File: config.mk
export PLATFORM = sky130hd
export DESIGN_NAME = wb_boot_copy
export DESIGN_NICKNAME = d
export VERILOG_FILES = /design/src/rtl/wb_boot_copy.sv
export SDC_FILE = /design/constraint.sdc
export NUM_CORES = 1
export LEC_CHECK = 0
export CORE_ASPECT_RATIO = 0.75
export CORE_MARGIN = 1
export CORE_UTILIZATION = 43
export CTS_BUF_LIST = sky130_fd_sc_hd__clkbuf_8
export DETAILED_ROUTE_END_ITERATION = 8
export PLACE_DENSITY_LB_ADDON = 0.05
export SLEW_MARGIN = 20
export SYNTH_ARGS = -nofsm -noshare
export SYNTH_HDL_FRONTEND = slang
export SYNTH_SLANG_ARGS = --single-unit
File: constraint.sdc
create_clock -name clk -period 5.1 [get_ports clk]
set_input_delay 1.02 -clock clk [delete_from_list [all_inputs] [get_ports clk]]
set_output_delay 1.02 -clock clk [all_outputs]
set_load 0.05 [all_outputs]
File: src/rtl/wb_boot_copy.sv
// Boot copier: reads WORDS words from the ROM Wishbone slave and writes them to RAM,
// holding the CPU in reset until the whole image has landed.
module wb_boot_copy #(
  parameter int                WORDS    = 1024,
  parameter int                SRC_AW   = $clog2(WORDS),
  parameter int                DST_AW   = 32,
  parameter logic [DST_AW-1:0] DST_BASE = 32'h0000_0000
) (
  input  logic              clk,
  input  logic              rst_n,
  input  logic              start_i,
  output logic              busy_o,
  output logic              done_o,
  output logic              cpu_hold_o,
  output logic              rom_cyc_o,
  output logic              rom_stb_o,
  output logic [SRC_AW-1:0] rom_adr_o,
  input  logic [31:0]       rom_dat_i,
  input  logic              rom_ack_i,
  output logic              ram_cyc_o,
  output logic              ram_stb_o,
  output logic              ram_we_o,
  output logic [DST_AW-1:0] ram_adr_o,
  output logic [31:0]       ram_dat_o,
  output logic [3:0]        ram_sel_o,
  input  logic              ram_ack_i
);

  localparam int CW = $clog2(WORDS + 1);

  typedef enum logic [1:0] {S_IDLE, S_RD, S_WR, S_DONE} state_t;

  state_t              state, state_n;
  logic [CW-1:0]       cnt, cnt_n, cnt_inc;
  logic                rom_stb_n, ram_stb_n, busy_n, done_n;
  logic [SRC_AW-1:0]   rom_adr_n;
  logic [DST_AW-1:0]   ram_adr_n;
  logic [31:0]         ram_dat_n;
  logic [3:0]          ram_sel_n;

  // cyc/we always track their strobe, and hold is simply "not yet done",
  // so every output still comes straight off a flop.
  assign rom_cyc_o  = rom_stb_o;
  assign ram_cyc_o  = ram_stb_o;
  assign ram_we_o   = ram_stb_o;
  assign cpu_hold_o = ~done_o;
  assign cnt_inc    = cnt + CW'(1);

  always_comb begin
    state_n   = state;
    cnt_n     = cnt;
    rom_stb_n = rom_stb_o;
    rom_adr_n = rom_adr_o;
    ram_stb_n = ram_stb_o;
    ram_adr_n = ram_adr_o;
    ram_dat_n = ram_dat_o;
    ram_sel_n = ram_sel_o;
    done_n    = done_o;
    case (state)
      S_IDLE: begin
        if (start_i) begin
          state_n   = S_RD;
          cnt_n     = '0;
          rom_stb_n = 1'b1;
          rom_adr_n = '0;
        end
      end
      S_RD: begin
        // Hand straight over to the RAM write on the ack edge: no idle cycle.
        if (rom_ack_i) begin
          state_n   = S_WR;
          rom_stb_n = 1'b0;
          ram_stb_n = 1'b1;
          ram_dat_n = rom_dat_i;
          ram_sel_n = 4'hF;
          ram_adr_n = DST_BASE + (DST_AW'(cnt) << 2);
        end
      end
      S_WR: begin
        if (ram_ack_i) begin
          ram_stb_n = 1'b0;
          ram_sel_n = 4'h0;
          if (cnt == CW'(WORDS - 1)) begin
            state_n = S_DONE;
            done_n  = 1'b1;
          end else begin
            state_n   = S_RD;
            cnt_n     = cnt_inc;
            rom_stb_n = 1'b1;
            rom_adr_n = cnt_inc[SRC_AW-1:0];
          end
        end
      end
      default: ;
    endcase
    busy_n = (state_n == S_RD) || (state_n == S_WR);
  end

  always_ff @(posedge clk or negedge rst_n) begin
    if (!rst_n) begin
      state     <= S_IDLE;
      cnt       <= '0;
      rom_stb_o <= 1'b0;
      rom_adr_o <= '0;
      ram_stb_o <= 1'b0;
      ram_adr_o <= DST_BASE;
      ram_dat_o <= '0;
      ram_sel_o <= 4'h0;
      busy_o    <= 1'b0;
      done_o    <= 1'b0;
    end else begin
      state     <= state_n;
      cnt       <= cnt_n;
      rom_stb_o <= rom_stb_n;
      rom_adr_o <= rom_adr_n;
      ram_stb_o <= ram_stb_n;
      ram_adr_o <= ram_adr_n;
      ram_dat_o <= ram_dat_n;
      ram_sel_o <= ram_sel_n;
      busy_o    <= busy_n;
      done_o    <= done_n;
    end
  end

endmodule

# After elaboration in Yosys (flattened, before gate mapping)
# Cells that the tools add are included.
[op_classes]
n_addsub = 1
n_eq_ne = 9
n_mux = 24
bitwise = 1
reduce_logical = 10
[op_table]
columns = ["op", "count"]
rows = [
  ["two-way mux 11 bit", 3],
  ["two-way mux 10 bit", 3],
  ["one-hot mux 11 bit (2 select lines)", 1],
  ["one-hot mux 10 bit (2 select lines)", 1],
  ["adder 11 x 1 -> 11 bit, second input constant", 1],
  ["equality test 11 x 10 -> 1 bit, second input constant", 1],
  ["two-way mux 2 bit", 4],
  ["two-way mux 4 bit", 2],
  ["inequality test 2 bit, second input constant", 4],
  ["one-hot mux 4 bit (2 select lines)", 1],
  ["two-way mux 1 bit", 6],
  ["one-hot mux 2 bit (3 select lines)", 1],
  ["AND reduction 3 bit", 2],
  ["AND reduction 5 bit", 1],
  ["equality test 2 x 1 -> 1 bit, second input constant", 2],
  ["equality test 2 bit, second input constant", 2],
  ["AND reduction 4 bit", 1],
  ["nonzero test 2 bit", 2],
  ["one-hot mux 1 bit (3 select lines)", 1],
  ["nonzero test 3 bit", 1],
  ["logical NOT 2 bit", 1],
  ["one-hot mux 1 bit (2 select lines)", 1],
  ["AND reduction 2 bit", 1],
  ["logical OR 1 bit", 1],
  ["inverter 1 bit", 1],
]
[totals]
reg_bits = 74
word_cells = 55

# Depth between registers and ports, before layout
[depth]
ltp_word = 6
ltp_mapped = 6
mapped_depth_nobuf = 6

# Least setup slack after synthesis
# OpenSTA, ideal clock, no wires.
[synth_timing]
path_kind = "input to register"
start = "input port ram_ack_i"
end = "register cnt[9]"
arrival_time_ps = 2092
path_slack_ps = 2942
cell_stages = 5
path_buffers = 0
path_cell_list = "and2_2 > o41ai_4 > a211o_2 > or4_1 > nand2_1"
[synth_via]
elab_chain_cells = 2
[synth_rtl]
columns = ["element", "line_no", "text"]
rows = [
  ["from (decl)", "26", "input logic ram_ack_i"],
  ["inequality test 2 bit (no source line)", "n/a", ""],
  ["AND reduction 4 bit (no source line)", "n/a", ""],
  ["to (signal assigned)", "113", "cnt <= cnt_n;"],
  ["to (decl)", "34", "logic [CW-1:0] cnt, cnt_n, cnt_inc;"],
]
# No other way between the ends.
# A chain may end at the register's enable or synchronous reset.

# Worst setup path in the final report
[layout_timing]
start = "register rom_adr_o[3]"
end = "output port rom_adr_o[3]"
[layout_lines]
columns = ["element", "line_no", "text"]
rows = [
  ["from (decl)", "17", "output logic [SRC_AW-1:0] rom_adr_o,"],
  ["from (signal assigned)", "115", "rom_adr_o <= rom_adr_n;"],
]
# No word-level cell between the ends.

==> run summary <==
crit path time final -> 2.722 ns
net switching power -> 1.344 mW
Sequential Area -> 1501 um2
Clock Sinks -> 60
Top FF cell, synth -> dfrtp_1
Post-CTS Resized -> 0
ANT cells -> 0
Final TNS setup -> 0 ns
WS Path Type -> flop to output pin
via count -> 1,879
Clock transition at path regs -> 0.07 ns
Max clock buf depth -> 2
largest net degree at the start of global routing -> 61
fill cell count -> 485
Clock Power Share -> 0.152
Num CTS Buffers -> 9
Port Buffers -> 101
P&R area growth vs syn -> 38.95%
postcts setup bufs -> 0
Worst Hold Class -> flop to flop
CTS HTree Levels -> 3
Post-synth EDFFs -> 0
die area -> 6738 um2
CP delay by family, top -> buffers and inverters
internal power -> 1.476 mW
Post-route DRC -> 0
synth unique cells -> 38
vias per cell -> 4.757
DRT iter0 DRCs -> 80
I/O Pins -> 123
final hold vios -> 0
worst endpoint data arrival time -> 1.70 ns
R2R depth -> 6
Layout Nets -> 350
RD Place Congestion -> 0.7698
commonest non-fill, non-tap cells in the layout -> 100 x clkdlybuf4s50_1, 60 x dfrtp_1, 35 x mux2_2
hold endpoint -> ram_adr_o[8]
most common cell after layout, fill and taps aside -> clkdlybuf4s50_1
setup violators final -> 0
drt wl/cell -> 13.68 um
hold-critical path depth -> 2
Max Fanout on Critical Path -> 7
Setup Skew -> 0.006435 ns
reg2reg start -> rom_adr_o[0]
Max stage delay on crit path -> 0.86 ns
hold_sp -> ram_adr_o[8]
First-pass DRT Iterations -> 4
Worst-Skew Late Latency -> 0.33 ns
Req. time, crit path -> 4.08 ns
Tot GR Track Use -> 0.1734
core area -> 6006 um2
RSZ-0062 raised after global routing -> no
GRT overflow -> 0
initial core utilization -> 0.4590
Synth Area per Inst -> 12.31 um2
combined area of all synthesized cells -> 2756 um2
Yosys Warn Count -> 0
Reg power frac -> 0.288
PD cells -> 736.2 nW/um2
CP max-delay cell -> clkdlybuf4s50_1
first-pass GRT wire length -> 8.590 mm
Crit path depth -> 1
CP Capture Type -> output pin
register area share after synthesis -> 0.5447
DP HPWL -> 3.750 mm
Logic pwr share -> 0.560
final WL -> 5.403 mm
Peak VDD IR -> 0.0004162 V
worst reg-to-reg setup slack -> 3.15 ns
placed cell area -> 3625 um2
initial antenna violation count -> 0
CTS root buf -> clkbuf_8
Final ANT Viol Nets -> 0
area of the multi-input gates -> 996.0 um2
fin area -> 3830 um2
Max Cap Viol -> 0
normalized max-slew margin -> 0.4969
Max Clk Rate -> 367.4 MHz
WP buf/inv -> 1
CP Cell Sequence -> clkdlybuf4s50_1
number of global-route vias before repair -> 1,697
Sw Share -> 0.4767
Cells after Synth -> 224
Post-synth ARST share -> 1.000
Die W -> 94.45 um
Max Transition Viols Final -> 0
CTS tree -> yes
layout cells sized above 1 -> 0.1956
Yosys reg bits -> 60
Worst R2R End -> rom_adr_o[7]
Die Ht -> 71.34 um
outcome -> finished clean
LEAKAGE -> 1.698 nW
CP Launch Type -> flop
Std-Cell Rows -> 24
Slew @ Worst Pin -> 0.7547 ns
crit share post-route -> 0.5337
# hold bufs at CTS -> 0
==> per-layer routing <==
layer  GRT usage  share of wire
met2      0.2456           0.42
met1      0.2355           0.47
met3     0.07219          0.091
met5           0              0
met4     0.07071          0.013
==> how the worst max path moves through the flow <==
stage / startpoint / slack (ns) / end
6_report: rom_adr_o[3] / 2.38 / rom_adr_o[3]
5_1_grt: rom_adr_o[3] / 2.32 / rom_adr_o[3]
4_1_cts: rom_adr_o[3] / 2.36 / rom_adr_o[3]
3_5_place_dp: rom_ack_i / 2.10 / ram_dat_o[25]
3_3_place_gp: rom_ack_i / 2.13 / ram_adr_o[11]
2_1_floorplan: ram_ack_i / 2.94 / cnt[9]
==> synthesized netlist by cell type (all sizes together) (2+ instances only) <==
library cell  count  area, um2
dfrtp            60       1501
buf              43      310.3
mux2             41      465.4
nand2            15      56.30
o21ai            12      60.06
a21oi             9      52.55
inv               5      18.77
nand3             5      25.02
nor2              5      18.77
nand2b            3      18.77
a21o              2      15.01
and3              2      13.77
clkbuf            2      7.510
nand4             2      27.53
or3               2      12.51
==> power by group through the flow <==
stage	Clock [mW]	Combinational, mW	Sequential, mW
after floorplan	0	0.584	1.38
after global placement	0	1.58	0.814
final	0.428	1.58	0.811
after CTS	0.444	1.59	0.813
after global routing	0.468	1.65	0.842
after detailed placement	0	1.59	0.819
==> cell families after synthesis <==
family,count (synthesis),synth area share
buffers and inverters,50,0.1221
XOR/XNOR,1,0.003178
multiplexers,42,0.1725
adder cells (fa/ha/maj),1,0.004539
flip-flops,60,0.5447
other,1,0.001360
AO/OA/AOI/OAI,30,0.07672
AND/OR/NAND/NOR,39,0.07491
==> flip-flops by register name, summed over array words and instances, names as in the netlist <==
name and count:
ram_dat_o 32, done_o 1, ram_sel_o 1, cnt 2, ram_adr_o 11, rom_adr_o 9, state 2, busy_o 1
rom_cyc_o 1
==> stage by stage <==
| step | instances | utilization | setup WS (ns) | hold slack [ns] | total power [mW] |
|---|---|---|---|---|---|
| after global routing | 395 | 0.6377 | 2.322 | 0.5094 | 2.957 |
| after detailed placement | 379 | 0.6035 | 2.101 | 0.4694 | 2.411 |
| after CTS | 395 | 0.6373 | 2.356 | 0.4849 | 2.850 |
| final | 395 | 0.6377 | 2.378 | 0.4771 | 2.820 |
| after floorplan | 244 | - | 2.942 | 0.4603 | 1.960 |
| after global placement | 379 | 0.6035 | 2.130 | 0.4646 | 2.394 |
==> layout make-up <==
cell class	count	area share
Inverter	5	0.004900
Timing Repair Buffer	102	0.2646
Clock inverter	5	0.01339
Multi-Input combinational cell	134	0.2600
Sequential cell	60	0.3920
Tap cell	78	0.02548
Clock buffer	11	0.03953
(Power assumes the default switching activity.)
